===== src/rtl/axil_slave_regfile.sv =====
// AXI4-Lite slave with NREG 32-bit registers, one-deep AW/W buffers and byte-lane writes.
// Define AXIL_SLAVE_REGFILE_PROT_EN to reject non-secure (AxPROT[1]=1) accesses with SLVERR.
module axil_slave_regfile #(
  parameter int          NREG      = 8,
  parameter logic [31:0] BASE_ADDR = 32'h1111_1100
) (
  input  logic        ACLK,
  input  logic        ARESETn,
  input  logic        AWVALID,
  output logic        AWREADY,
  input  logic [31:0] AWADDR,
  input  logic [2:0]  AWPROT,
  input  logic        WVALID,
  output logic        WREADY,
  input  logic [31:0] WDATA,
  input  logic [3:0]  WSTRB,
  output logic        BVALID,
  input  logic        BREADY,
  output logic [1:0]  BRESP,
  input  logic        ARVALID,
  output logic        ARREADY,
  input  logic [31:0] ARADDR,
  input  logic [2:0]  ARPROT,
  output logic        RVALID,
  input  logic        RREADY,
  output logic [31:0] RDATA,
  output logic [1:0]  RRESP
);

  localparam int IW = $clog2(NREG);
  localparam logic [1:0] RESP_OKAY   = 2'b00;
  localparam logic [1:0] RESP_SLVERR = 2'b10;

  logic [NREG-1:0][31:0] regs;
  logic                  ready_en;
  logic                  aw_full;
  logic [31:2]           aw_addr;
  logic                  w_full;
  logic [31:0]           w_data;
  logic [3:0]            w_strb;
  logic                  bvalid;
  logic [1:0]            bresp;
  logic                  rvalid;
  logic [31:0]           rdata;
  logic [1:0]            rresp;

  logic aw_hs, w_hs, ar_hs, commit;
  logic wr_hit, rd_hit;
  logic [IW-1:0] wr_idx, rd_idx;

  function automatic logic addr_hit(input logic [31:2] a);
    return a[31:IW+2] == BASE_ADDR[31:IW+2];
  endfunction

`ifdef AXIL_SLAVE_REGFILE_PROT_EN
  logic aw_nonsec;
  assign wr_hit = addr_hit(aw_addr) && !aw_nonsec;
  assign rd_hit = addr_hit(ARADDR[31:2]) && !ARPROT[1];
`else
  assign wr_hit = addr_hit(aw_addr);
  assign rd_hit = addr_hit(ARADDR[31:2]);
`endif

  // Sub-word address bits and unused protection bits are intentionally ignored.
  logic unused_inputs;
  assign unused_inputs = ^{AWADDR[1:0], ARADDR[1:0], AWPROT, ARPROT};

  assign wr_idx  = aw_addr[IW+1:2];
  assign rd_idx  = ARADDR[IW+1:2];

  assign AWREADY = ready_en && !aw_full;
  assign WREADY  = ready_en && !w_full;
  assign ARREADY = ready_en && !rvalid;

  assign aw_hs   = AWVALID && AWREADY;
  assign w_hs    = WVALID && WREADY;
  assign ar_hs   = ARVALID && ARREADY;
  assign commit  = aw_full && w_full && !bvalid;

  assign BVALID  = bvalid;
  assign BRESP   = bresp;
  assign RVALID  = rvalid;
  assign RDATA   = rdata;
  assign RRESP   = rresp;

  always_ff @(posedge ACLK) begin
    if (!ARESETn) begin
      regs     <= '0;
      ready_en <= 1'b0;
      aw_full  <= 1'b0;
      aw_addr  <= '0;
      w_full   <= 1'b0;
      w_data   <= '0;
      w_strb   <= '0;
      bvalid   <= 1'b0;
      bresp    <= RESP_OKAY;
      rvalid   <= 1'b0;
      rdata    <= '0;
      rresp    <= RESP_OKAY;
`ifdef AXIL_SLAVE_REGFILE_PROT_EN
      aw_nonsec <= 1'b0;
`endif
    end else begin
      ready_en <= 1'b1;

      if (aw_hs) begin
        aw_full <= 1'b1;
        aw_addr <= AWADDR[31:2];
`ifdef AXIL_SLAVE_REGFILE_PROT_EN
        aw_nonsec <= AWPROT[1];
`endif
      end

      if (w_hs) begin
        w_full <= 1'b1;
        w_data <= WDATA;
        w_strb <= WSTRB;
      end

      // Commit only while no response is pending; handshakes cannot collide
      // with it because a full buffer deasserts its READY.
      if (commit) begin
        aw_full <= 1'b0;
        w_full  <= 1'b0;
        bvalid  <= 1'b1;
        bresp   <= wr_hit ? RESP_OKAY : RESP_SLVERR;
        if (wr_hit) begin
          for (int b = 0; b < 4; b++) begin
            if (w_strb[b]) regs[wr_idx][8*b +: 8] <= w_data[8*b +: 8];
          end
        end
      end else if (bvalid && BREADY) begin
        bvalid <= 1'b0;
      end

      // Reads sample regs before this edge's commit lands, so a same-edge
      // write to the same register returns the old value.
      if (ar_hs) begin
        rvalid <= 1'b1;
        rdata  <= rd_hit ? regs[rd_idx] : 32'h0;
        rresp  <= rd_hit ? RESP_OKAY : RESP_SLVERR;
      end else if (rvalid && RREADY) begin
        rvalid <= 1'b0;
      end
    end
  end

endmodule


===== config.mk =====
export PLATFORM = sky130hd
export DESIGN_NAME = axil_slave_regfile
export DESIGN_NICKNAME = d
export VERILOG_FILES = /design/src/rtl/axil_slave_regfile.sv
export SDC_FILE = /design/constraint.sdc
export NUM_CORES = 1
export LEC_CHECK = 0
export CAP_MARGIN = 20
export CORE_MARGIN = 3
export CORE_UTILIZATION = 45
export DETAILED_ROUTE_END_ITERATION = 10
export GPL_TIMING_DRIVEN = 0
export PLACE_DENSITY = 0.71
export SLEW_MARGIN = 20
export SYNTH_ARGS = -nofsm -noshare
export SYNTH_HDL_FRONTEND = slang
export SYNTH_SLANG_ARGS = --single-unit

===== constraint.sdc =====
create_clock -name ACLK -period 3.6 [get_ports ACLK]
set_input_delay 0.72 -clock ACLK [delete_from_list [all_inputs] [get_ports ACLK]]
set_output_delay 0.72 -clock ACLK [all_outputs]
set_load 0.01 [all_outputs]

==> Word-level counts from Yosys, hierarchy flattened <==
Index checks and enable logic that the tools add are counted.
W data, S select, Z words.
{ "totals": {"reg_bits": 363, "input_bits": 113, "output_inout_bits": 41, "word_cells": 79} }
{ "classes": {"order_cmp": 3, "n_eq_ne": 2, "n_mux": 35, "bitwise": 1, "reduce_logical": 19} }
{ "ops": {"columns": ["cell", "n"], "rows": [
  ["$mux W256", 13],
  ["$bwmux W256", 4],
  ["$demux W32 S3", 4],
  ["$bmux W32 S3", 1],
  ["$mux W32", 3],
  ["$eq A27 B24 Y1 const B", 2],
  ["$mux W24", 1],
  ["$mux W16", 1],
  ["$logic_and A1 B1 Y1", 11],
  ["$lt A3 B4 Y1 const B", 2],
  ["$mux W8", 1],
  ["$mux W1", 5],
  ["$logic_not A1 Y1", 4],
  ["$mux W2", 2],
  ["$reduce_bool A2 Y1", 2],
  ["$ge A3 B1 Y1 const B", 1],
  ["$reduce_and A2 Y1", 1],
  ["$reduce_or A2 Y1", 1],
  ["$not A1 Y1", 1]
]} }

==> Depth between registers and ports, before layout <==
{ "logic_depth": {"depth_word": 21, "ltp_mapped": 8, "depth_no_buf": 5} }

==> Least setup slack after synthesis <==
Ideal clock, no wire load.
{ "synth_path": {"path_kind": "input -> register", "start": "input ARADDR[4]", "end": "register rdata[1], in the netlist RDATA[1]", "setup_ns": 0.119, "arrival_ns": 2.110, "t_required_ns": 3.481, "setup_slack_ns": 1.371, "cell_stages": 7, "n_path_buf": 3, "cell_sequence": "buf_6 > buf_2 > buf_2 > mux4_2 > mux2_2 > a22oi_1 > nor2b_1"} }
{ "synth_between": {"elab_chain_cells": 3} }
{ "synth_rtl": {"columns": ["element", "line_no", "text"], "rows": [
  ["from (decl)", "22", "input logic [31:0] ARADDR,"],
  ["$bmux W32 S3", "140", "rdata <= rd_hit ? regs[rd_idx] : 32'h0;"],
  ["$mux W32 (not written as such)", "140", null],
  ["$mux W32", "140", null],
  ["to (signal assigned)", "140", null],
  ["to (decl)", "44", "logic [31:0] rdata;"]
]} }
Every way passes these cells. The select of a mux whose other input is x is not followed.
A chain may end at the register's enable or synchronous reset.

==> run metrics <==
max frequency 314 MHz; Post-Syn Area 15300 um^2; first-pass GRT wire length 64600 um; critical path buffer and inverter count 4; status completed; P&R area growth vs syn 20.9%; hold_buf cts 0; routed len/inst 19.4 um; hpwl dp roughly 30000 um; initial antenna violation count 2; max-slew violations 0; Leak Pwr ~0.0063 uW; Worst Hold Depth 2; Via density 5.42; Antenna diodes 0; grt ovf 0; slowest stage cell, crit path clkbuf_1; Detailed Route Iter0 Violations 834; Inst Count DP 2057; Final Wtd Congestion 0.832; Mapped Cells around 1500; CTS resizes 0; Initial Utilization a little under half; Finished Layout Cells 2125; Bufs on Longest Clock Path 3; number of buffers created by CTS 37; reg2reg start ready_en; hold_ws 0.455 ns; CP most frequent cell clkbuf_1; NumNets Final 1767; ys flop type dfxtp_1; Post CTS Setup Buffer Count 0; IR drop worst, VDD between 0.3 and 0.4 mV; Die Area between 30000 and 40000 um^2; ranking of synthesized cells by area dfxtp_1 (47%), mux2i_1 (13%), mux4_2 (9.4%); Critical Path RT about 4.0 ns; Arr. time, crit path 3.63 ns; worst-margin pin slew 0.870 ns; CP Depth 6; Die Y-Extent about 190 um; Worst-Skew Late Latency 0.52 ns; r2r setup slk about 1.2 ns; Total Wirelength 41300 um; Final Power 8430 uW; DR DRC count 0; setup violators final 0; Tot GR Track Use 22.7%; critical path class in -> reg; fraction of layout cells with a size suffix above 1 a little over an eighth; Hold Crit Start regs[33]; CTS tree done; TritonRoute pass-1 iters 5; RR Endpoint RDATA[21]; CTS clock-pin slew for the worst setup and hold paths around 0.06 ns; CTS Root Cell clkbuf_16; Row Count 66; period utilisation layout slightly below 90%; largest net degree at the start of global routing 15; final hold violations 0; crit-path max FO 10; post-synthesis register bit count roughly 360; DRT antenna net count 0; library cells used by synthesis 37; pwr dens 456 nW/um^2; Final Util a little under three fifths; core area 33000 um^2; via count 11500; PortBufs 139; Sink Count 361; max incr delay on CP just under 0.7 ns; startpoint types primary input; fraction of registers with async set/reset 0%; Tmin final 3.19 ns; CP startpoint ARESETn; Die W roughly 190 um; CP Capture Type flip-flop; Syn Area/Cell around 10 um^2; clock skew 0.0165 ns; Seq/Total Area, Yosys 47.2%; number of max-cap violations 0; Synth area leader dfxtp_1; Crit path max-delay family buffers and inverters; io pins 154; Slew headroom 42.0%; RSZ-0062 raised after global routing false; number of global-route vias before repair 11700; H-tree levels 2; Hold WC Path Type reg -> reg; design area 18500 um^2; R2R depth 6; CP cell instances clkdlybuf4s50_1 > clkbuf_1 > clkbuf_1 > clkbuf_1 > nand2_1 > mux2i_1; Post-synth EDFFs 0; Setup crit end regs[35]; dpl cell area 17200 um^2; Synth top area share roughly 47%; synthesis warning total 0
synth_stat cells, types with 4 or more instances:
cell	instances
nor4b_2	4
a22oi_1	32
mux2i_1	192
nand4_1	9
nand2_1	367
clkbuf_1	66
mux2_2	31
and3_1	10
o21ai_0	66
and3_4	10
buf_4	12
and3_2	5
nor2b_1	35
buf_6	15
buf_12	10
nor3b_1	4
nor4b_1	4
buf_1	6
a21boi_0	68
dfxtp_1	361
nand3_1	64
buf_2	11
mux4_2	64
nor2_1	9
stage by stage:
| step | setup TNS [ns] | setup slack (ns) |
|---|---|---|
| after floorplan | 0 | 1.37 |
| after global placement | -0.527 | -0.0568 |
| after detailed placement | -0.897 | -0.112 |
| after CTS | 0 | 0.414 |
| after global routing | 0 | 0.281 |
| final | 0 | 0.414 |
cells by family (layout without fill, tap and decap cells):
logic type             after synthesis  after routing  synth area share, %
and+or+nand+nor                    537            537                 16.2
DFF                                361            361                 47.2
muxes                              287            287                 24.3
AOI/OAI and AO/OA                  166            166                 7.07
buffers and inverters              123            330                 5.21
other                                1              2               0.0245
power breakdown:
part           switching, uW  internal [uW]
registers               26.2           4030
clock network           1570           2310
logic                    281            206
routing by layer:
| metal | wire (um) | up-vias | global-route usage (%) |
|---|---|---|---|
| met5 | 0 | - | 0 |
| met4 | 1280 | 0 | 7.59 |
| met3 | 2090 | 69 | 3.35 |
| met2 | 19800 | 315 | 38.1 |
| met1 | 18200 | 5654 | 30.1 |
| li1 | - | 5486 | - |
area by class of cell:
class | count | area [um^2]
Buffer | 121 | 790
Clock buffer | 55 | 1130
Clock inverter | 13 | 119
Fill cell | 2874 | 14500
Inverter | 2 | 7.51
Multi-Input combinational cell | 992 | 7280
Sequential cell | 361 | 7230
Tap cell | 442 | 553
Timing Repair Buffer | 139 | 1390
state kept, by name, indices dropped and copies added, names as in the netlist, 4 cells and up:
name / flops
regs: 256
aw_addr: 30
w_data: 32
w_strb: 4
RDATA: 32
layout by cell type (no fill, tap or decap), types with 9 or more instances in the layout:
cell and instances:
buf_12 10, and3_4 10, a22oi_1 32, nand4_1 9, clkbuf_1 73, nor2b_1 35
clkinv_2 10, clkbuf_8 9, nand2_1 367, clkdlybuf4s50_1 139, a21boi_0 68, buf_4 12
clkbuf_16 39, dfxtp_1 361, buf_2 11, and3_1 10, mux2_2 31, nand3_1 64
mux2i_1 192, buf_6 15, o21ai_0 66, nor2_1 9, mux4_2 64
worst register-to-register path, cell delays in order (launching register included):
cell and delay, ns:
dfxtp_1 0.41, nor2b_1 0.20, nand2_1 0.37, nor4_4 0.73
buf_2 0.37, a22oi_1 0.11, nor2b_1 0.13
how the worst min path moves through the flow:
stage                      to  slack [ns]
finish               regs[33]        0.46
global route          regs[5]        0.47
CTS                 regs[164]        0.46
detailed placement  regs[163]        0.44
global placement    regs[166]        0.44
floorplan           regs[160]        0.43
(Power assumes the default switching activity.)
